==> src/rtl/hlsm_array_loader.sv <==
// Writer side of the 256x8 register file: stream load or address-ramp fill.
// Tracks a byte count and a mod-256 checksum, pulses done after write 256.
module hlsm_array_loader (
    input  logic       Clk,
    input  logic       Rst,
    input  logic       go,
    input  logic       mode,
    input  logic       in_valid,
    input  logic [7:0] in_data,
    output logic       in_ready,
    output logic [7:0] W_Addr,
    output logic       W_en,
    output logic [7:0] W_Data,
    output logic       busy,
    output logic [8:0] count,
    output logic [7:0] checksum,
    output logic       done
);

    typedef enum logic [1:0] {
        S_Wait,
        S_Load,
        S_Done
    } state_t;

    state_t     state;
    state_t     state_n;
    logic [8:0] i;
    logic [7:0] sum;
    logic       mode_r;

    assign count    = i;
    assign checksum = sum;

    // State, index, checksum and latched mode registers
    always_ff @(posedge Clk) begin
        if (Rst) begin
            state  <= S_Wait;
            i      <= 9'd0;
            sum    <= 8'd0;
            mode_r <= 1'b0;
        end else begin
            state <= state_n;
            if (state == S_Wait && go) begin
                i      <= 9'd0;
                sum    <= 8'd0;
                mode_r <= mode;
            end else if (W_en) begin
                i   <= i + 9'd1;
                sum <= sum + W_Data;
            end
        end
    end

    // Next-state logic and same-cycle write port / handshake outputs
    always_comb begin
        state_n  = state;
        in_ready = 1'b0;
        W_en     = 1'b0;
        W_Addr   = i[7:0];
        W_Data   = 8'd0;
        busy     = 1'b0;
        done     = 1'b0;
        unique case (state)
            S_Wait: begin
                if (go)
                    state_n = S_Load;
            end
            S_Load: begin
                busy     = 1'b1;
                in_ready = ~mode_r;
                W_en     = mode_r | in_valid;
                if (W_en)
                    W_Data = mode_r ? i[7:0] : in_data;
                if (W_en && i == 9'd255)
                    state_n = S_Done;
            end
            S_Done: begin
                done    = 1'b1;
                state_n = S_Wait;
            end
            default: state_n = S_Wait;
        endcase
    end

endmodule
==> config.mk <==
export PLATFORM = sky130hd
export DESIGN_NAME = hlsm_array_loader
export DESIGN_NICKNAME = d
export VERILOG_FILES = /design/src/rtl/hlsm_array_loader.sv
export SDC_FILE = /design/constraint.sdc
export NUM_CORES = 1
export LEC_CHECK = 0
export BUFFER_PORTS_ARGS = -buffer_cell sky130_fd_sc_hd__buf_4
export CORE_UTILIZATION = 45
export CTS_CLUSTER_DIAMETER = 40
export DETAILED_ROUTE_END_ITERATION = 10
export GPL_TIMING_DRIVEN = 0
export PLACE_DENSITY = 0.8
export SLEW_MARGIN = 15
export SYNTH_ARGS = -nofsm -noshare
export SYNTH_HDL_FRONTEND = slang
export SYNTH_SLANG_ARGS = --single-unit
export TNS_END_PERCENT = 100
==> constraint.sdc <==
create_clock -name Clk -period 3.8 [get_ports Clk]
set_clock_uncertainty 0.2 [all_clocks]
set_input_delay 0.19 -clock Clk [delete_from_list [all_inputs] [get_ports Clk]]
set_output_delay 0.19 -clock Clk [all_outputs]
set_load 0.1 [all_outputs]
==> results.yml, run 1 <==
worst_hold_path:
  hp-start: "in_valid"
  hp-class: "input port to register"
floorplan:
  die_x_um: 55.7
  start_util_pct: 47.5
  io_pins: 50
  die_y_um: 55.7
  floorplan.core_area_mm2: 0.00273
  num_rows: 19
  die_area_mm2: 0.00310
sta:
  fmax_ghz: 0.296
  worst_slew_pin_slew_ns: 0.577
  hold_viol: 0
  fin_crit_ns: 3.38
  rsz0062_at_grt: "false"
  max_slew_margin_pct: 61.5
  timing.final.max_slew_violations: 0
  final.period_utilization_pct: 88.8
  setup_viol: 0
place:
  place_area_mm2: 0.00174
  dpl.hpwl_mm: 2.59
  portBuffers: 49
  gp_congestion: 0.820
clock_tree:
  numCtsBuffers: 3
  clkTransAtPathRegs_ns: 0.11
  clockBufferDepth: 2
  root_buffer: "clkbuf_4"
  clkSinkCount: 20
  ctsHtreeMaxLevel: 1
  cts_tree: "yes"
  clk_latency_ns: 0.30
  post_cts_buffers: 0
setup_path:
  critPathLaunchType: "register"
  slowest_stage: "or4_4"
  cp_slowest_stage_delay_ns: 0.49
  crit_arrival_ns: 3.43
  startpoint: "state[1]"
  required_ns: 3.86
  cp_cell_sequence: "nand2b_4 > clkinv_2 > o21ai_2 > clkbuf_1 > buf_2 > nor2_4 > ha_1 > a21oi_2 > a211oi_1 > or4_4 > a211o_1 > nand2_1"
  endpoint_kind: "register"
  rr_startpoint: "state[1]"
  path_class: "register to register"
  crit_fanout: 10
synth:
  yosysSeqAreaShare_pct: 30.8
  netlist_area_mm2: 0.00130
  syn_area_per_cell_um2: 8.22
  synthCells: 158
  synthDistinctLibCells: 42
  yosys_warnings: 0
  async_reset_ff_share_pct: 0
  synth_edf_count: 0
  synthFlopType: "dfxtp_1"
  ys_ff_latch: 20
  syn_nets: 181
route:
  ant_nets: 0
  routed_via_density: 5.41
  dr_total_vias: 1320
  firstDrtPassIters: 4
  routed_wl_mm: 3.23
  drcViolationCount: 0
  initialDrtViolationCount: 20
  post_drt_wl_per_cell_um: 13.2
layout:
  nFillCells: 252
  stdcell_area_mm2: 0.00179
  fin_nets: 238
  drive_gt1_share_pct: 36.2
  areaGrowthSynthToFinish_pct: 37.9
  utilization_pct: 65.5
  n_antenna_cell: 0
run_status:
  status: "completed"
pwr:
  ir_drop_mv: 0.192
  powerDensity_mw_per_mm2: 264
  p_leak_nw: 0.795
global_routing:
  grtUsageTotal_pct: 21.6
  grt_max_degree: 11
  grt_pass1_wl_mm: 5.44
  grt_pass1_vias: 1273
  grt_overflow: 0
  antenna_found_initial: 0
job:
  drv_cap: 0
[synth_stat cells, types with 4 or more instances]
cell type	number	area share (%)
buf_4	8	4.6
a21oi_1	7	2.7
ha_1	9	8.7
nand2_1	16	4.6
mux2i_1	9	6.9
nor2_1	21	6.1
xor2_1	4	2.7
dfxtp_1	20	31
xnor2_1	5	3.4
inv_1	5	1.4
nor3_1	5	1.9
nand3_1	7	2.7
[timing repair]
action / in CTS / in global routing
hold endpoints to repair: 3 / 0
resized for setup: 0 / 0
hold buffers: 3 / 0
[registers in the layout, summed over array words and instances, names as in the netlist]
name / count
state: 2
count: 9
mode_r: 1
checksum: 8
[cells in the final DEF (no fill, tap or decap), drive strengths merged, types with 2 or more instances in the layout]
master	count
mux2i	9
nor3	5
ha	9
o21a	2
clkbuf	6
a21oi	8
o21ai	4
nor2	21
a211oi	3
xor2	4
inv	5
dlygate4sd3	3
buf	60
nand3	7
nand4	3
o31ai	2
xnor2	5
nand2	16
and3	2
dfxtp	20
o211ai	2
[final cells by class]
type | instances | area, µm² | share of cell area, %
Clock buffer | 3 | 22.5 | 1.26
Buffer | 14 | 88.8 | 4.96
Sequential cell | 20 | 400 | 22.4
Tap cell | 31 | 38.8 | 2.17
Inverter | 7 | 31.3 | 1.75
Timing Repair Buffer | 52 | 398 | 22.2
Multi-Input combinational cell | 117 | 811 | 45.3
[kinds of logic (layout without fill, tap and decap cells)]
kind of cell | Yosys count | in the layout | share of synthesized area, %
xor gates and xnor gates | 9 | 9 | 6.07
adders and majority gates | 10 | 10 | 10.2
DFF | 20 | 20 | 30.8
buffers and inverters | 21 | 76 | 8.67
muxes | 10 | 10 | 7.80
AOI/OAI and AO/OA | 25 | 25 | 13.0
and+or+nand+nor | 63 | 63 | 23.4
[path summary, 6_finish.rpt]
kind / cells past startpoint / endpoint / slack, ns
setup / recovery: 12 / checksum[7] / 0.42
hold / removal: 3 / state[1] / 0.09
setup reg to reg: 12 / checksum[7] / 0.42
hold reg to reg: 2 / checksum[7] / 0.28
[worst max-delay path: cells and delay by family (launching register included)]
family | cells | cell delay (ns)
AND/OR/NAND/NOR | 4 | 0.80
buffers and inverters | 3 | 0.87
flip-flops | 1 | 0.38
AO/OA/AOI/OAI | 4 | 0.71
adder cells (fa/ha/maj) | 1 | 0.36
[metrics by stage]
step | setup TNS (ns) | std cells | setup slack (ns) | total power (W) | hold slack, ns
3_5_place_dp | 0 | 238 | 0.439 | 0.000373 | 0.187
3_3_place_gp | 0 | 238 | 0.533 | 0.000370 | 0.188
2_1_floorplan | -0.0815 | 158 | -0.0815 | 0.000336 | 0.0624
6_report | 0 | 244 | 0.425 | 0.000472 | 0.0871
4_1_cts | 0 | 244 | 0.416 | 0.000475 | 0.0952
5_1_grt | 0 | 244 | 0.196 | 0.000493 | 0.153
[per-layer routing]
layer  track usage, %  vias to the layer above  wire, µm
li1                 -                      655         -
met1             25.2                      619      1390
met2             38.4                       38      1590
met3             4.65                        8       201
met4             8.21                        0        48
met5                0                        -         0
[where the power goes]
group	leakage, nW	total (W)	internal [W]	switching, W
logic	0.619	0.000152	0.0000423	0.000110
clock network	0.0138	0.000101	0.0000370	0.0000639
registers	0.162	0.000219	0.000214	0.00000503
(Power assumes the default switching activity.)
==> run 2: changes to the inputs <==
--- a/config.mk
+++ b/config.mk
@@ -11,6 +11,7 @@
 export DETAILED_ROUTE_END_ITERATION = 10
 export GPL_TIMING_DRIVEN = 0
 export PLACE_DENSITY = 0.8
+export RECOVER_POWER = 25
 export SLEW_MARGIN = 15
 export SYNTH_ARGS = -nofsm -noshare
 export SYNTH_HDL_FRONTEND = slang
==> constraint.sdc (replaced) <==
create_clock -name Clk -period 3.75 [get_ports Clk]
set_clock_uncertainty 0.2 [all_clocks]
set_input_delay 0.1875 -clock Clk [delete_from_list [all_inputs] [get_ports Clk]]
set_output_delay 0.1875 -clock Clk [all_outputs]
set_load 0.1 [all_outputs]
==> results.yml, run 2 (synthesized netlist as in run 1, its figures left out) <==
setup_path:
  rr_startpoint: "state[1]"
  reg2reg_slack_ns: 0.37
  crit_fanout: 10
  startpoint: "state[1]"
  crit_arrival_ns: 3.43
  cp_top_family: "buffers and inverters"
  path_class: "register to register"
  worstPathBufferInverterCount: 3
  critPathLaunchType: "register"
  endpoint_kind: "register"
  slowest_stage: "or4_4"
  cp_cell_sequence: "nand2b_4 > clkinv_2 > o21ai_2 > clkbuf_1 > buf_2 > nor2_4 > ha_1 > a21oi_2 > a211oi_1 > or4_4 > a211o_1 > nand2_1"
  cp_slowest_stage_delay_ns: 0.49
  required_ns: 3.81
route:
  firstDrtPassIters: 4
  dr_total_vias: 1318
  initialDrtViolationCount: 17
  post_drt_wl_per_cell_um: 13.3
  routed_wl_mm: 3.24
  ant_nets: 0
  drcViolationCount: 0
  routed_via_density: 5.40
global_routing:
  grt_pass1_wl_mm: 5.44
  grt_max_degree: 11
  grt_pass1_vias: 1273
  grt_overflow: 0
  antenna_found_initial: 0
  grtUsageTotal_pct: 21.6
clock_tree:
  cts_tree: "yes"
  clk_latency_ns: 0.30
  clkSinkCount: 20
  clkTransAtPathRegs_ns: 0.11
  root_buffer: "clkbuf_4"
  clockBufferDepth: 2
  numCtsBuffers: 3
  ctsHtreeMaxLevel: 1
  cts_resized: 0
layout:
  final_cell_mix: "43 x buf_4, 20 x dfxtp_1, 16 x nand2_1, 16 x clkbuf_1, 15 x nor2_1"
  nFillCells: 263
  n_antenna_cell: 0
  fin_nets: 238
  seq_area_um2: 400
  drive_gt1_share_pct: 29.6
  largest_reg_flops: 9
  final_common_cell: "buf_4"
  areaGrowthSynthToFinish_pct: 33.8
  multi_input_area_um2: 811
  fin_cells: 244
floorplan:
  num_rows: 19
  floorplan.core_area_mm2: 0.00273
  io_pins: 50
  start_util_pct: 47.5
  die_x_um: 55.7
  die_y_um: 55.7
  die_area_mm2: 0.00310
worst_hold_path:
  hp-start: "in_valid"
  hp-class: "input port to register"
pwr:
  p_leak_nw: 0.736
  total_power_w: 0.000476
  ir_drop_mv: 0.194
  powerDensity_mw_per_mm2: 274
sta:
  rsz0062_at_grt: "false"
  final.period_utilization_pct: 90.0
  setup_viol: 0
  fin_tns_setup_ns: 0
  worst_slew_pin_slew_ns: 1.16
  hold_viol: 0
  timing.final.max_slew_violations: 0
  max_slew_margin_pct: 23.0
  holdWs_ns: 0.0842
  fmax_ghz: 0.296
  fin_crit_ns: 3.38
place:
  gp_congestion: 0.820
  dpl.hpwl_mm: 2.59
  portBuffers: 49
  dp_cells: 238
job:
  drv_cap: 0
run_status:
  status: "completed"
## run 2: worst register-to-register path, delay by kind of cell (launching register included)
kind	cells	cell delay, ns
buffers and inverters	3	0.87
AO/OA/AOI/OAI	4	0.71
flip-flops	1	0.38
AND/OR/NAND/NOR	4	0.80
adder cells (fa/ha/maj)	1	0.36
## run 2: final cells by class
cell class / count / area share (%)
repair buffers: 52 / 19.9
well taps: 31 / 2.23
plain buffers: 14 / 5.11
inverters: 7 / 1.80
clock buffers: 3 / 1.30
flip-flops and latches: 20 / 23.0
multi-input cells: 117 / 46.7
## run 2: power by group
group | switching [W] | leakage [nW] | internal [W]
sequential | 0.00000498 | 0.162 | 0.000216
clock | 0.0000649 | 0.0138 | 0.0000375
combinational | 0.000112 | 0.560 | 0.0000406
total | 0.000182 | 0.736 | 0.000295
## run 2: per-stage QoR
stage               utilization (%)  setup WS (ns)  instance area (µm²)
detailed placement             63.6          0.389                 1740
global route                   63.6          0.146                 1740
CTS                            65.5          0.366                 1790
global placement               63.6          0.483                 1740
floorplan                         -         -0.131                 1330
finish                         63.6          0.373                 1740
## run 2: worst paths after layout
kind | to | cells after the start
max | checksum[7] | 12
min | state[1] | 3
min reg2reg | checksum[7] | 2
max reg2reg | checksum[7] | 12
## run 2: timing repair
| action | CTS | global route |
|---|---|---|
| hold buffers | 3 | 0 |
| hold endpoints to repair | 3 | 0 |
| setup buffers | 0 | 0 |
## run 2: layer usage
layer | vias to the layer above | share of wire, % | global-route usage (%)
met2 | 38 | 49 | 38.4
met3 | 8 | 6.2 | 4.65
met1 | 616 | 43 | 25.2
met4 | 0 | 1.5 | 8.21
li1 | 656 | - | -
met5 | - | 0 | 0
==> run 3: changes to the inputs <==
--- a/config.mk
+++ b/config.mk
@@ -6,6 +6,7 @@
 export NUM_CORES = 1
 export LEC_CHECK = 0
 export BUFFER_PORTS_ARGS = -buffer_cell sky130_fd_sc_hd__buf_4
+export CORE_ASPECT_RATIO = 0.5
 export CORE_UTILIZATION = 45
 export CTS_CLUSTER_DIAMETER = 40
 export DETAILED_ROUTE_END_ITERATION = 10
==> results.yml, run 3 (synthesized netlist as in run 1, its figures left out) <==
run_status:
  status: "completed"
sta:
  timing.final.max_slew_violations: 0
  rsz0062_at_grt: "false"
  setup_viol: 0
  layout_setup_ws_ns: 0.377
  worst_slew_pin_slew_ns: 1.20
  final.period_utilization_pct: 89.9
  hold_viol: 0
  fin_tns_setup_ns: 0
  fin_crit_ns: 3.37
  max_slew_margin_pct: 20.1
  fmax_ghz: 0.297
global_routing:
  grt_pass1_vias: 1118
  antenna_found_initial: 0
  grt_max_degree: 13
  grtUsageTotal_pct: 21.4
  grt_overflow: 0
  grt_pass1_wl_mm: 5.04
clock_tree:
  holdBufCountCts: 2
  root_buffer: "clkbuf_8"
  cts_tree: "yes"
  clkTransAtPathRegs_ns: 0.08
  clockBufferDepth: 2
  cts_resized: 0
  clkSinkCount: 20
  ctsHtreeMaxLevel: 1
  numCtsBuffers: 3
  clk_latency_ns: 0.27
  post_cts_buffers: 0
layout:
  utilization_pct: 66.9
  fin_nets: 237
  drive_gt1_share_pct: 30.0
  final_cell_mix: "43 x buf_4, 20 x dfxtp_1, 16 x nand2_1, 16 x clkbuf_1, 15 x nor2_1"
  final_common_cell: "buf_4"
  largest_reg_flops: 9
  fin_cells: 250
  areaGrowthSynthToFinish_pct: 37.4
  n_antenna_cell: 0
route:
  post_drt_wl_per_cell_um: 12.5
  drcViolationCount: 0
  routed_via_density: 5.12
  ant_nets: 0
  routed_wl_mm: 3.14
  firstDrtPassIters: 4
  dr_total_vias: 1279
  initialDrtViolationCount: 34
setup_path:
  critPathLaunchType: "register"
  endpoint_kind: "register"
  cp_top_family: "buffers and inverters"
  r2r-end: "checksum[7]"
  crit_fanout: 10
  worstPathBufferInverterCount: 3
  rr_startpoint: "state[1]"
  cp_cell_sequence: "nand2b_4 > clkinv_2 > o21ai_2 > clkbuf_1 > buf_2 > nor2_4 > ha_1 > a21oi_2 > a211oi_1 > or4_4 > a211o_1 > nand2_1"
  path_class: "register to register"
  reg2reg_depth: 12
  crit_arrival_ns: 3.39
  cp_slowest_stage_delay_ns: 0.49
  slowest_stage: "or4_4"
  reg2reg_slack_ns: 0.38
  required_ns: 3.77
worst_hold_path:
  hold_end: "state[0]"
  hp-class: "input port to register"
  hold_depth: 3
  hp-start: "go"
pwr:
  p_leak_nw: 0.753
  powerDensity_mw_per_mm2: 332
  ir_drop_mv: 0.217
floorplan:
  die_y_um: 40.0
  io_pins: 50
  num_rows: 13
  die_area_mm2: 0.00312
  start_util_pct: 48.7
  die_x_um: 78.0
  floorplan.core_area_mm2: 0.00267
place:
  portBuffers: 49
  dpl.hpwl_mm: 2.40
  gp_congestion: 0.823
  dp_cells: 244
  place_ws_ns: 0.426
job:
  drv_cap: 0
[run 3: cell types whose count changed in the layout (fill, tap and decap cells not counted)]
cell           before  now
bufinv_16           0    1
clkbuf_4            4    1
clkbuf_8            0    3
dlygate4sd3_1       3    2
[run 3: area by class of cell]
cell class | count | area [µm²]
Inverter | 7 | 31.3
Fill cell | 255 | 883
Timing Repair Buffer | 51 | 335
Clock inverter | 1 | 30.0
Multi-Input combinational cell | 117 | 811
Sequential cell | 20 | 400
Buffer | 14 | 88.8
Tap cell | 37 | 46.3
Clock buffer | 3 | 41.3
[run 3: worst max path at each step]
| stage | startpoint | to | slack [ns] | depth (start not counted) |
|---|---|---|---|---|
| after floorplan | state[0] | checksum[7] | -0.13 | 12 |
| after global placement | state[1] | checksum[7] | 0.47 | 12 |
| after detailed placement | state[1] | checksum[7] | 0.43 | 12 |
| after CTS | state[1] | checksum[7] | 0.39 | 12 |
| after global routing | state[1] | checksum[7] | 0.21 | 12 |
| final | state[1] | checksum[7] | 0.38 | 12 |
[run 3: worst reg2reg max path: cells and delay by family, from the launching register on]
family | cells | cell delay [ns]
buf+inv | 3 | 0.86
simple gates | 4 | 0.79
compound gates | 4 | 0.74
flops | 1 | 0.37
fa+ha+maj | 1 | 0.35
[run 3: through the flow]
step | hold WS (ns) | total power (W) | area, µm²
floorplan | 0.0599 | 0.000341 | 1330
global placement | 0.190 | 0.000375 | 1750
detailed placement | 0.194 | 0.000376 | 1750
CTS | 0.0210 | 0.000596 | 1840
global route | 0.0698 | 0.000614 | 1780
finish | 0.0213 | 0.000592 | 1780
[run 3: report_power, final]
group / leakage (nW) / internal [W] / switching [W]
Sequential: 0.162 / 0.000216 / 0.00000487
Combinational: 0.556 / 0.0000398 / 0.000110
Clock: 0.0357 / 0.000143 / 0.0000783
[run 3: layer usage]
layer	routed length [µm]	GRT usage [%]	vias to the layer above
met3	177	5.23	4
met5	0	0	-
met1	1530	28.4	577
met2	1400	37.2	42
li1	-	-	656
met4	35	4.17	0
